File: src/rtl/instr_sequencer_pkg.sv
// Shared definitions for the multi-cycle instruction sequencer and its datapath:
// state encoding, RV32 base opcode constants, fault codes and the opcode class record.
package instr_sequencer_pkg;

  typedef enum logic [2:0] {
    S_IDLE   = 3'd0,
    S_FETCH  = 3'd1,
    S_DECODE = 3'd2,
    S_EXEC   = 3'd3,
    S_MEM    = 3'd4,
    S_WB     = 3'd5,
    S_DONE   = 3'd6
  } state_t;

  localparam logic [6:0] OPC_LOAD   = 7'b0000011;
  localparam logic [6:0] OPC_STORE  = 7'b0100011;
  localparam logic [6:0] OPC_OP     = 7'b0110011;
  localparam logic [6:0] OPC_OPIMM  = 7'b0010011;
  localparam logic [6:0] OPC_BRANCH = 7'b1100011;
  localparam logic [6:0] OPC_JAL    = 7'b1101111;
  localparam logic [6:0] OPC_JALR   = 7'b1100111;
  localparam logic [6:0] OPC_LUI    = 7'b0110111;
  localparam logic [6:0] OPC_AUIPC  = 7'b0010111;
  localparam logic [6:0] OPC_SYSTEM = 7'b1110011;

  localparam logic [1:0] FAULT_NONE    = 2'b00;
  localparam logic [1:0] FAULT_ILLEGAL = 2'b01;
  localparam logic [1:0] FAULT_TIMEOUT = 2'b10;

  // legal covers every executable opcode; SYSTEM halts and is flagged separately.
  typedef struct packed {
    logic legal;
    logic system;
    logic load;
    logic store;
    logic branch;
  } opclass_t;

endpackage

File: src/rtl/instr_sequencer_opcode_class.sv
// Combinational opcode legality / class decode shared by the sequencer phases.
module opcode_class
  import instr_sequencer_pkg::*;
(
  input  logic [6:0] i_opcode,
  output opclass_t   o_class
);

  always_comb begin
    o_class = '0;
    case (i_opcode)
      OPC_SYSTEM: o_class.system = 1'b1;
      OPC_LOAD: begin
        o_class.legal = 1'b1;
        o_class.load  = 1'b1;
      end
      OPC_STORE: begin
        o_class.legal = 1'b1;
        o_class.store = 1'b1;
      end
      OPC_BRANCH: begin
        o_class.legal  = 1'b1;
        o_class.branch = 1'b1;
      end
      OPC_OP, OPC_OPIMM, OPC_JAL, OPC_JALR, OPC_LUI, OPC_AUIPC: o_class.legal = 1'b1;
      default: o_class = '0;
    endcase
  end

endmodule

File: src/rtl/instr_sequencer.sv
// Multi-cycle instruction sequencer: Moore phase strobes from state, a memory wait
// watchdog, fault reporting and a retired-instruction counter.
module instr_sequencer
  import instr_sequencer_pkg::*;
#(
  parameter int WORDSIZE    = 64,
  parameter int MEM_TIMEOUT = 16
) (
  input  logic                clk,
  input  logic                rst_n,
  input  logic                start,
  input  logic [6:0]          opcode,
  input  logic                mem_ready,
  output logic                fetch,
  output logic                decode,
  output logic                execute,
  output logic                mem_req,
  output logic                dm_write_en,
  output logic                rf_write_en,
  output logic                pc_write_en,
  output logic                finished,
  output logic [1:0]          fault,
  output logic [WORDSIZE-1:0] instr_count
);

  localparam int WAIT_W = $clog2(MEM_TIMEOUT + 1);

  state_t              r_state;
  state_t              w_state_next;
  logic [6:0]          r_opcode_q;
  logic [WAIT_W-1:0]   r_wait;
  logic [WORDSIZE-1:0] r_count;
  logic [1:0]          r_fault;
  logic [1:0]          w_fault_next;
  logic                w_clear;
  logic                w_wait_expired;
  logic [6:0]          w_cls_opcode;
  opclass_t            w_cls;

  // DECODE classifies the live IR field; later phases use the copy latched on DECODE exit.
  assign w_cls_opcode   = (r_state == S_DECODE) ? opcode : r_opcode_q;
  assign w_wait_expired = (r_wait == WAIT_W'(MEM_TIMEOUT - 1));
  assign instr_count    = r_count;
  assign fault          = r_fault;

  opcode_class u_opcode_class (
    .i_opcode (w_cls_opcode),
    .o_class  (w_cls)
  );

  always_comb begin
    w_state_next = r_state;
    w_fault_next = r_fault;
    w_clear      = 1'b0;
    fetch        = 1'b0;
    decode       = 1'b0;
    execute      = 1'b0;
    mem_req      = 1'b0;
    dm_write_en  = 1'b0;
    rf_write_en  = 1'b0;
    pc_write_en  = 1'b0;
    finished     = 1'b0;
    case (r_state)
      S_IDLE: begin
        if (start) begin
          w_state_next = S_FETCH;
          w_fault_next = FAULT_NONE;
          w_clear      = 1'b1;
        end
      end
      S_FETCH: begin
        fetch = 1'b1;
        if (mem_ready) begin
          w_state_next = S_DECODE;
        end else if (w_wait_expired) begin
          w_state_next = S_DONE;
          w_fault_next = FAULT_TIMEOUT;
        end
      end
      S_DECODE: begin
        decode = 1'b1;
        if (w_cls.system) begin
          w_state_next = S_DONE;
          w_fault_next = FAULT_NONE;
        end else if (!w_cls.legal) begin
          w_state_next = S_DONE;
          w_fault_next = FAULT_ILLEGAL;
        end else begin
          w_state_next = S_EXEC;
        end
      end
      S_EXEC: begin
        execute = 1'b1;
        if (w_cls.load || w_cls.store) begin
          w_state_next = S_MEM;
        end else if (w_cls.branch) begin
          w_state_next = S_FETCH;
          pc_write_en  = 1'b1;
        end else begin
          w_state_next = S_WB;
        end
      end
      S_MEM: begin
        mem_req     = 1'b1;
        dm_write_en = w_cls.store;
        if (mem_ready) begin
          // A store retires on its acknowledge; a load still needs its writeback.
          w_state_next = w_cls.store ? S_FETCH : S_WB;
          pc_write_en  = w_cls.store;
        end else if (w_wait_expired) begin
          w_state_next = S_DONE;
          w_fault_next = FAULT_TIMEOUT;
        end
      end
      S_WB: begin
        rf_write_en  = 1'b1;
        pc_write_en  = 1'b1;
        w_state_next = S_FETCH;
      end
      S_DONE: begin
        finished = 1'b1;
        if (start) begin
          w_state_next = S_FETCH;
          w_fault_next = FAULT_NONE;
          w_clear      = 1'b1;
        end
      end
      default: w_state_next = S_IDLE;
    endcase
  end

  always_ff @(posedge clk or negedge rst_n) begin
    if (!rst_n) begin
      r_state    <= S_IDLE;
      r_opcode_q <= '0;
      r_wait     <= '0;
      r_count    <= '0;
      r_fault    <= FAULT_NONE;
    end else begin
      r_state <= w_state_next;
      r_fault <= w_fault_next;
      if (r_state == S_DECODE) begin
        r_opcode_q <= opcode;
      end
      if (w_state_next != r_state) begin
        r_wait <= '0;
      end else if ((r_state == S_FETCH || r_state == S_MEM) && !mem_ready) begin
        r_wait <= r_wait + WAIT_W'(1);
      end
      if (w_clear) begin
        r_count <= '0;
      end else if (pc_write_en) begin
        r_count <= r_count + WORDSIZE'(1);
      end
    end
  end

endmodule

File: config.mk
export PLATFORM = sky130hd
export DESIGN_NAME = instr_sequencer
export DESIGN_NICKNAME = d
export VERILOG_FILES = /design/src/rtl/instr_sequencer_pkg.sv /design/src/rtl/instr_sequencer_opcode_class.sv /design/src/rtl/instr_sequencer.sv
export SDC_FILE = /design/constraint.sdc
export NUM_CORES = 1
export LEC_CHECK = 0
export ABC_AREA = 1
export CAP_MARGIN = 20
export CORE_MARGIN = 3
export CORE_UTILIZATION = 35
export DETAILED_ROUTE_END_ITERATION = 10
export GPL_ROUTABILITY_DRIVEN = 0
export GPL_TIMING_DRIVEN = 0
export PLACE_DENSITY_LB_ADDON = 0.25
export SYNTH_ARGS = -nofsm -noshare
export SYNTH_HDL_FRONTEND = slang
export SYNTH_SLANG_ARGS = --single-unit
File: constraint.sdc
create_clock -name clk -period 2.6 [get_ports clk]
set_input_delay 0.39 -clock clk [delete_from_list [all_inputs] [get_ports clk]]
set_output_delay 0.39 -clock clk [all_outputs]
set_load 0.02 [all_outputs]
==> run summary <==
run status: finished with violations
violations in the final reports: negative setup slack
Req. time, crit path: 2210 ps
Layout Area Growth over Synthesis: 30.2%
horizontal extent of the die: 132 um
Worst Setup End Kind: output port
number of warning messages in the yosys log: 0
slowest stage cell on the critical path: dfrtp_2
Post-Place Setup Slack: -403 ps
sequential share of power: 30.5%
clock period minus worst slack: 2680 ps
clock edge transition at the registers on the reported setup and hold paths: 60 ps
die height: 132 um
TritonCTS clock tree: done
root buffer selected by CTS: clkbuf_16
core outline area: 15300 sq um
area of the mapped netlist: 5520 sq um
normalized max-slew margin: 48.6%
area of all placed cells without fillers: 7190 sq um
maximum frequency from static timing analysis: 373 MHz
Final Max Tran Viols: 0
count of nets after finishing: 917
die area: 17300 sq um
number of rows in the core area: 45
Hold Fails Final Rpt: 0
Post-DRT Antenna Nets: 0
critical path class: reg2out
count of state elements after synthesis: 81
reported net switching power: 0.00201 W
Initial Utilization: 36.0%
setup clock skew after layout: 11.4 ps
number of placed I/O pins: 85
Non-Filler Instances: 1117
DRT iter0 DRCs: 658
placed standard-cell area: 6650 sq um
wire length per cell after detailed routing: 16.9 um
slew at the pin with the worst max-slew slack: 765 ps
crit path DAT: 2290 ps
htree depth: 3
layout cells sized above 1: 9.27%
final worst path period share: 103%
combinational fraction of design power: 41.5%
global-route wire length before repair: 29600 um
total DRC errors in the routed layout: 0
Gate Count Post-Synth: 793
internal power contribution: 0.00299 W
worst skew pair latency: 360 ps
first-pass iteration count of the detailed router: 8
count of vias placed by the detailed router: 5841
count of distinct cell types in the synthesized netlist: 38
Mapped Nets: 807
max-cap violation count: 0
Switching Share: 40.1%
placed wire-length estimate: 14500 um
part of the total power dissipated in the clock network: 28.0%
count of input and output buffers: 84
sum of routed wire length over all layers: 18900 um
Final Total Pwr: 0.00500 W
PD cells: 696 nW/um^2
register area share after synthesis: 36.7%
Sum Neg Setup Slack: -78.8 ps
share of flip-flops with an asynchronous set or reset after synthesis: 100%
worst vdd ir: 0.500 mV
routed vias/inst: 5.23
cell family with most CP delay: simple AND/OR/NAND/NOR gates
setup slack of the critical path after layout: -78.8 ps
number of antenna violations at the first check in global routing: 0
Num CTS Buffers: 9
Buf+Inv Stages, Crit Path: 4
Remaining Overflow, GRT: 0
post-placement cell count: 1089
Crit Path Max Fanout: 7
most used flip-flop cell after synthesis: dfrtp_1
leakage power of the design: 3.05 nW
vias in the first global route: 5403
setup repair after global routing missed its margin: yes
critical path's largest stage delay: 450 ps
# diodes: 0
average footprint of a synthesized cell: 6.96 sq um
pin count of the biggest net entering global routing: 53
GR Util All Layers: 21.5%
chain of cells forming the critical path: buf_12, nor2_4, nand3_1, nand2_1, nand2_2, nor2_1, nand3_1, nand2_2, nor2_8, inv_4, buf_8, buf_6
startpoint types: flip-flop
CTS sink cnt: 81
Hold Crit Class: in2async
number of enable flip-flop cells after synthesis: 0
count of final setup violators: 1
maximum clock path buffer count: 2
[cell families after synthesis]
| logic type | count (synthesis) | synth area share, % |
|---|---|---|
| compound gates | 66 | 7.05 |
| xor+xnor | 38 | 6.03 |
| fa+ha+maj | 3 | 0.680 |
| buf+inv | 108 | 8.45 |
| flops | 81 | 36.7 |
| mux | 1 | 0.181 |
| simple gates | 496 | 40.9 |
[state kept, by name, summed over array words and instances, names as in the netlist]
register     count
r_wait           5
fault            2
r_opcode_q       7
r_state          3
instr_count     64
[cell usage in the layout (no fill, tap or decap), types with 2 or more instances in the layout]
master and count:
xor2_1 29, nand3_1 68, inv_1 84, nand3b_1 2, o31ai_1 18, nor2_1 96
clkbuf_1 6, clkbuf_16 9, nor3_1 33, nand2_4 4, dfrtp_1 78, nor2_8 2
nor2_2 5, inv_2 2, nand2_1 211, buf_2 4, buf_12 2, nand4_1 44
dfrtp_2 3, clkdlybuf4s50_1 81, xnor2_1 9, buf_6 6, nor4_1 7, o21ai_1 23
o21ai_0 13, nor2_4 6, inv_4 2, clkbuf_8 2, bufinv_16 2, ha_1 3
nand2_2 10, a31oi_1 3, a21oi_1 6, buf_4 15
[repair_timing]
item                                   4_1_cts  5_1_grt
pin swaps                                    1        7
setup buffers                                2       11
setup endpoints to repair                    7       11
endpoints found under the hold margin       29        0
hold buffers                                 1        0
gates resized for setup                     11       22
[synthesized netlist by cell type (2+ instances only)]
cell	n	area share (%)
buf_6	4	0.82
o31ai_1	18	2.4
clkbuf_1	6	0.41
xor2_1	29	4.6
nand3_2	2	0.36
inv_1	84	5.7
inv_2	3	0.20
xnor2_1	9	1.4
nor4_1	8	0.91
buf_2	4	0.36
nand3_1	68	6.2
nand2_2	8	0.91
ha_1	3	0.68
a31oi_1	3	0.34
dfrtp_1	81	37
o21ai_1	23	2.1
nor2_4	4	0.82
nand3b_1	2	0.27
nand2_1	216	15
nor2_8	2	0.73
o21ai_0	13	1.2
nor2_1	102	6.9
nor3_1	34	3.1
a21oi_1	6	0.54
buf_4	5	0.68
nand4_1	44	5.0
[final timing paths]
| path | start | end | slack (ps) | cells past startpoint |
|---|---|---|---|---|
| min | rst_n | instr_count[5]$_DFFE_PN0P_ | 510 | 2 |
| min reg2reg | fault[0]$_DFFE_PN0P_ | fault[0]$_DFFE_PN0P_ | 510 | 2 |
| max reg2reg | r_state[0]$_DFF_PN0_ | instr_count[45]$_DFFE_PN0P_ | 80 | 9 |
| max in group asynchronous | rst_n | r_state[0]$_DFF_PN0_ | 1460 | 3 |
| min in group clk | fault[0]$_DFFE_PN0P_ | fault[0]$_DFFE_PN0P_ | 510 | 2 |
| max | r_state[0]$_DFF_PN0_ | pc_write_en | -80 | 12 |
[layout make-up]
class | count | area (sq um)
buffer | 19 | 136
clock buffer | 11 | 253
clock inverter | 3 | 65.1
fill | 1588 | 8130
inverter | 89 | 344
multi-input combinational | 604 | 3100
sequential | 81 | 2030
tap | 211 | 264
timing repair buffer | 99 | 998
[power groups by stage]
stage          clock network, W  registers (W)  logic, W
5_1_grt                 0.00146        0.00154   0.00225
2_1_floorplan                 0        0.00156   0.00118
6_report                0.00140        0.00153   0.00207
3_3_place_gp                  0        0.00154   0.00183
4_1_cts                 0.00143        0.00152   0.00187
3_5_place_dp                  0        0.00154   0.00183
[metal layers]
metal | track usage (%) | wire length, um | vias up
li1 | - | - | 2844
met1 | 28.2 | 8080 | 2663
met2 | 34.2 | 8510 | 284
met3 | 4.79 | 1590 | 50
met4 | 8.93 | 677 | 0
met5 | 0 | 0 | -
[through the flow]
stage               utilization, %  hold slack (ps)
global placement              43.3              487
finish                        46.9              506
floorplan                        -             94.4
global route                  46.9              538
CTS                           45.7              509
detailed placement            43.4              351
(Power assumes the default switching activity.)
